===== src/rtl/snake_dir_ctrl.sv =====
`default_nettype none
// ============================================================================
// Module   : snake_dir_ctrl
// Brief    : Buffers legal button direction requests in a small FIFO and
//            commits one as the snake heading on each unpaused move tick.
// Revision : 1.0
// ============================================================================
module snake_dir_ctrl #(
    parameter int         QDEPTH   = 4,
    parameter logic [1:0] INIT_DIR = 2'b11
) (
    input  logic                        clk,
    input  logic                        rst,
    input  logic [3:0]                  button_pulse,
    input  logic                        move_tick,
    input  logic                        pause,
    output logic [1:0]                  dir,
    output logic                        dir_upd,
    output logic [$clog2(QDEPTH):0]     q_count,
    output logic                        q_full,
    output logic                        drop
);

    localparam int c_AW = $clog2(QDEPTH);
    localparam int c_CW = c_AW + 1;
    localparam logic [c_CW-1:0] c_DEPTH = c_CW'(QDEPTH);

    logic [1:0]      r_mem [QDEPTH];
    logic [c_AW-1:0] r_wptr;
    logic [c_AW-1:0] r_rptr;
    logic [c_CW-1:0] r_count;
    logic [1:0]      r_dir;
    logic            r_dir_upd;
    logic            r_full;
    logic            r_drop;

    logic            w_req_valid;
    logic [1:0]      w_req_dir;
    logic [1:0]      w_ref;
    logic [c_AW-1:0] w_last_ptr;
    logic            w_reject;
    logic            w_push;
    logic            w_pop;
    logic [c_CW-1:0] w_count_nxt;

    // Lowest set bit wins; its index is the direction code.
    always_comb begin
        w_req_dir = 2'b11;
        if (button_pulse[0])      w_req_dir = 2'b00;
        else if (button_pulse[1]) w_req_dir = 2'b01;
        else if (button_pulse[2]) w_req_dir = 2'b10;
    end

    assign w_req_valid = |button_pulse;
    assign w_last_ptr  = r_wptr - 1'b1;
    assign w_ref       = (r_count != '0) ? r_mem[w_last_ptr] : r_dir;

    // Compare against the newest pending heading so queued moves never fold back.
    assign w_reject = (w_req_dir == w_ref) || (w_req_dir == (w_ref ^ 2'b01)) || (r_count == c_DEPTH);
    assign w_push   = w_req_valid && !w_reject;
    assign w_pop    = move_tick && !pause && (r_count != '0);

    always_comb begin
        w_count_nxt = r_count;
        if (w_push && !w_pop)      w_count_nxt = r_count + 1'b1;
        else if (w_pop && !w_push) w_count_nxt = r_count - 1'b1;
    end

    always_ff @(posedge clk) begin
        if (!rst && w_push) begin
            r_mem[r_wptr] <= w_req_dir;
        end
    end

    always_ff @(posedge clk) begin
        if (rst) begin
            r_wptr    <= '0;
            r_rptr    <= '0;
            r_count   <= '0;
            r_dir     <= INIT_DIR;
            r_dir_upd <= 1'b0;
            r_full    <= 1'b0;
            r_drop    <= 1'b0;
        end else begin
            r_count   <= w_count_nxt;
            r_full    <= (w_count_nxt == c_DEPTH);
            r_drop    <= w_req_valid && w_reject;
            r_dir_upd <= w_pop;
            if (w_push) begin
                r_wptr <= r_wptr + 1'b1;
            end
            if (w_pop) begin
                r_dir  <= r_mem[r_rptr];
                r_rptr <= r_rptr + 1'b1;
            end
        end
    end

    assign dir     = r_dir;
    assign dir_upd = r_dir_upd;
    assign q_count = r_count;
    assign q_full  = r_full;
    assign drop    = r_drop;

endmodule
`default_nettype wire

===== config.mk =====
export PLATFORM = sky130hd
export DESIGN_NAME = snake_dir_ctrl
export DESIGN_NICKNAME = d
export VERILOG_FILES = /design/src/rtl/snake_dir_ctrl.sv
export SDC_FILE = /design/constraint.sdc
export NUM_CORES = 1
export LEC_CHECK = 0
export BUFFER_PORTS_ARGS = -buffer_cell sky130_fd_sc_hd__clkbuf_2
export CAP_MARGIN = 20
export CORE_ASPECT_RATIO = 1.25
export CORE_MARGIN = 10
export CORE_UTILIZATION = 39
export CTS_CLUSTER_DIAMETER = 100
export DETAILED_ROUTE_END_ITERATION = 7
export PLACE_DENSITY = 0.57
export SLEW_MARGIN = 40
export SYNTH_ARGS = -nofsm -noshare
export SYNTH_HDL_FRONTEND = slang
export SYNTH_SLANG_ARGS = --single-unit

===== constraint.sdc =====
create_clock -name clk -period 2.05 [get_ports clk]
set_input_delay 0.1025 -clock clk [delete_from_list [all_inputs] [get_ports clk]]
set_output_delay 0.1025 -clock clk [all_outputs]
set_load 0.01 [all_outputs]

; Yosys cells after proc, flatten, opt, wreduce, memory -nomap -nowiden
; Memory sizes are Yosys's and may differ from the RTL's. A register that Yosys moved wholly into a read port is not among the register bits.
; Cells that the tools add are included.
[word_totals]
rom_bits = 0
output_inout_bits = 8
word_cells = 41
regBits = 10
mem_bits_rw = 8
n_memories = 1
input_bits = 8
latch_bits = 0
[mem_list]
columns = memory, words, width, rd, rd_clocked_by_memory_dff, write_ports, line_no
row1 = r_mem, 4, 2, 2, 1, 1, 28  ; logic [1:0] r_mem [QDEPTH];
[classes]
n_addsub = 5
n_eq_ne = 4
n_div = 0
shifts = 0
n_lt_le_gt_ge = 0
bitwise = 1
n_mux = 8
n_reduce_logical = 16
n_mul = 0
[ops]
columns = op, count
row1 = 1-bit logical AND, 7
row2 = "3-bit equality test, second input constant", 2
row3 = 2-bit 2-to-1 mux, 3
row4 = 3-bit 2-to-1 mux, 2
row5 = 1-bit zero test, 5
row6 = "2-bit by 1-bit adder with 2-bit output, second input constant", 2
row7 = 2-bit equality test, 2
row8 = 4-bit OR reduction, 1
row9 = "3-bit by 1-bit adder with 3-bit output, second input constant", 1
row10 = 1-bit 2-to-1 mux, 3
row11 = 3-bit nonzero test, 1
row12 = "3-bit by 1-bit subtractor with 3-bit output, second input constant", 1
row13 = 1-bit logical OR, 2
row14 = "2-bit by 1-bit subtractor with 2-bit output, second input constant", 1
row15 = 1-bit NOT, 1

; Depth between registers and ports, before layout
; An unclocked memory read counts as a cell.
[logic_depth]
depth_word = 14
ltp_mapped = 9
mapped_depth_nobuf = 8

; Worst setup path after synthesis
; OpenSTA, ideal clock, no wires.
[synth_timing]
kind = register to register
startpoint = register r_count[0] (netlist: q_count[0])
endpoint = register r_full (netlist: q_full)
period_less_slack_ns = 2.240
arrival_ns = 2.166
path_buffers = 1
stages_incl_launch_ff = 10
slack_ns = -0.190
required_ns = 1.976
setup_time_ns = 0.074
cell_sequence = dfxtp_1 -> inv_1 -> ha_1 -> nor3b_2 -> a31oi_4 -> and3_1 -> buf_4 -> nor2_2 -> or4_1 -> a31oi_1
[synth_between]
elab_chain_len = 13
word_cells_on_any_way = 20
cone_classes = add/sub (2) / eq/ne (4) / mux (3) / bitwise (1) / reduce/logical (10)
[synth_rtl]
columns = item, line_no
row1 = "start, declared", 31  ; logic [c_CW-1:0] r_count;
row2 = "start signal, assigned", 85  ; r_count <= w_count_nxt;
row3 = 3-bit nonzero test, "56, 61"
row4 = 2-bit 2-to-1 mux, 56  ; assign w_ref = (r_count != '0) ? r_mem[w_last_ptr] : r_dir;
row5 = 1-bit NOT (no line), --
row6 = 2-bit equality test, 59  ; assign w_reject = (w_req_dir == w_ref) || (w_req_dir == (w_ref ^ 2'b01)) || (r_count == c_DEPTH);
row7 = 1-bit logical OR (2 in series), 59
row8 = 1-bit zero test, 60  ; assign w_push = w_req_valid && !w_reject;
row9 = 1-bit logical AND, 60
row10 = 1-bit zero test, 66  ; else if (w_pop && !w_push) w_count_nxt = r_count - 1'b1;
row11 = 1-bit logical AND, 66
row12 = 3-bit 2-to-1 mux, 66
row13 = 3-bit 2-to-1 mux (*), 65  ; if (w_push && !w_pop) w_count_nxt = r_count + 1'b1;
row14 = 3-bit equality test (*), 86  ; r_full <= (w_count_nxt == c_DEPTH);
row15 = "end signal, assigned", 86
row16 = "end, declared", 34  ; logic r_full;
; Every way passes the cells marked *; elsewhere a longest branch is shown, timed or not.
; A chain may end at the register's enable or synchronous reset.

; Worst setup path after layout
; Ends and elaborated chain as after synthesis.

==> results.md <==
- Status: completed
- Post-synth cell types: 37
- Final Power: roughly 2.1 mW
- Clock root buffer: clkbuf_4
- Unrepaired setup endpoints after global routing: false
- Input/output buffers: 15
- Crit share post-route: a little over nine tenths
- Die Area: 5370 um^2
- Layout cell share with drive strength beyond 1: about two fifths
- Crit path max-delay family: simple AND/OR/NAND/NOR gates
- Reg2reg start: q_count[0]$_SDFF_PP0_
- Pin count of the biggest net entering global routing: 14
- Crit-path max FO: 6
- I/O pin count: 16
- Post-DP HPWL: 1960 um
- CP startpoint: q_count[0]$_SDFF_PP0_
- Commonest cells in the netlist: dfxtp_1 (12), nand2_1 (10), nor2_1 (9)
- Area Growth Syn to Fin: 29.4%
- Worst slew pin tran: 377 ps
- Synth area leaders: dfxtp_1 (22%), edfxtp_1 (22%), ha_1 (7.9%)
- Reg clk slew, reported paths: 130 ps
- Final ANT Viol Nets: 0
- Via-to-Cell Ratio: roughly 5.3
- Hold crit path type: in2reg
- Clk_lat worst skew: roughly 320 ps
- Post-DP Area: 1340 um^2
- Synth Instances: between 100 and 150
- Skew final: 8.81 ps
- Cell Chain, Critical Path: inv_2 -> ha_4 -> nor3b_4 -> a31oi_4 -> and3_4 -> nor2_4 -> or4_1 -> a31oi_1
- Detailed Route WL: 2630 um
- Ys Warns: 0
- Main synth FF type: dfxtp_1
- Final Setup Violations: 0
- Fillers: approximately 250
- Post-synth ARST share: 0%
- Slowest CP cell: or4_1
- Max_cap viols: 0
- Die Width: 67.6 um
- Seq/Total Area, Yosys: 43.5%
- Slew HR: 74.8%
- WL per Instance: between 15 and 20 um
- Mapped Area: 1100 um^2
- Worst setup path class: reg2reg
- Worst reg2reg setup slack: 100 ps
- Fin crit period: 1950 ps
- Share of the synthesized area in the top cell type: 21.7%
- Syn nets: about 120
- CORE AREA: 2710 um^2
- Syn avg cell area: 10.2 um^2
- Global-route wire length before repair: 4360 um
- CTS tree: yes
- 1st-iter DRT viols: between 50 and 60
- Total global routing overflow: 0
- Final net count: 155
- DRC: 0
- Routed via count: 922
- Max VDD drop: 0.917 mV
- CP arrival: 2210 ps
- Vias in the first global route: 933
- Num CTS Buffers: 3
- H-tree depth: 1
- Pwr Density: 1470 nW/um^2
- Post-synth EDFFs: 8
- Final hold vios: 0
- Critical Path Sink Type: register
- Most frequent cell after synthesis: dfxtp_1
- # clock sinks: 20
- Critical path startpoint category: register
- Req. time, crit path: 2310 ps
- Initial Util: approximately two fifths
- Achievable Freq: 0.514 GHz
- Crit-path max cell delay: 470 ps
- Die Y: 79.5 um
- P_leak: 0.593 nW
- Leading area contributor after synthesis: dfxtp_1
- Num rows: 21
- TNS Setup: 0 ps
- Design area: 1430 um^2
- All-Layer GR Usage: 10.4%
- Gpl congestion: 0.917
- CTS Buffer Depth: 2
- Initial antenna violation count: 0
- Final Max Slew Viols: 0
- Hold path start: button_pulse[0]
- ANT cells: 0
- Register bit total from synthesis: 20
- Worst path buffer plus inverter count: 1
- Drt first pass iters: 4
cell families (layout without fill, tap and decap cells):
logic type	after synthesis	count (layout)	share of synthesized area (%)
and+or+nand+nor	45	45	22.3
AOI/OAI and AO/OA	20	20	14.6
DFF	20	20	43.5
buffers and inverters	9	40	3.40
adders and majority gates	7	7	7.93
muxes	4	4	5.89
xor gates and xnor gates	3	3	2.38
power breakdown:
group / internal [mW] / total [mW] / switching, mW
registers: 0.532 / 0.605 / 0.0729
clock network: 0.109 / 0.250 / 0.141
logic: 0.620 / 1.25 / 0.626
registers in the layout (all words and copies together) (netlist names):
signal   cells
drop         1
r_mem        8
q_count      3
dir          2
q_full       1
r_wptr       2
dir_upd      1
r_rptr       2
per-stage QoR:
step	hold slack [ps]	worst slack [ps]	utilization, %	std cells
finish	115	104	52.8	173
global route	125	3.19	52.8	173
CTS	113	1.80	51.7	171
detailed placement	461	-10.4	49.3	166
global placement	455	-11.7	49.3	166
floorplan	317	5.23	-	108
repair_timing:
item | CTS | global route
setup endpoints to repair | 1 | 11
resized for setup | 3 | 8
pin swaps | 1 | 6
buffers inserted | 1 | 2
hold buffers | 0 | 0
metal layers:
layer | track usage [%] | part of all wire, % | vias to the layer above
met1 | 12.3 | 44 | 437
met2 | 16.5 | 47 | 20
met3 | 2.67 | 5.6 | 7
met5 | 0 | 0 | -
met4 | 5.97 | 2.8 | 0
li1 | - | - | 458
cell usage in the layout, fill, tap and decap left out, types with 2 or more instances in the layout:
master / n
a21o_1: 3
ha_4: 2
o21ai_0: 3
dfxtp_1: 8
nor3_1: 4
edfxtp_1: 8
nand3b_1: 3
ha_1: 5
and2_1: 4
a211oi_1: 2
inv_2: 3
clkbuf_2: 15
dfxtp_4: 3
buf_4: 14
nand3_1: 4
xnor2_1: 2
a21oi_1: 5
mux2i_1: 2
nand2_1: 10
mux4_2: 2
clkbuf_4: 3
nor2_1: 8
inv_1: 3
path summary, 6_finish.rpt:
check | end | cells after the start
max | q_full$_SDFF_PP0_ | 8
min | r_mem[0][0]$_DFFE_PP_ | 2
max reg2reg | q_full$_SDFF_PP0_ | 8
min reg2reg | dir[0]$_SDFFE_PP1P_ | 2
final cells by class:
cell class / count / area (um^2) / share of cell area [%]
clock buffer: 4 / 36.3 / 2.54
timing repair buffer: 30 / 191 / 13.4
inverter: 6 / 22.5 / 1.57
tap: 34 / 42.5 / 2.97
multi-input combinational: 79 / 644 / 45.1
sequential: 20 / 493 / 34.5
Note: power is estimated with default switching activity, not from simulation.
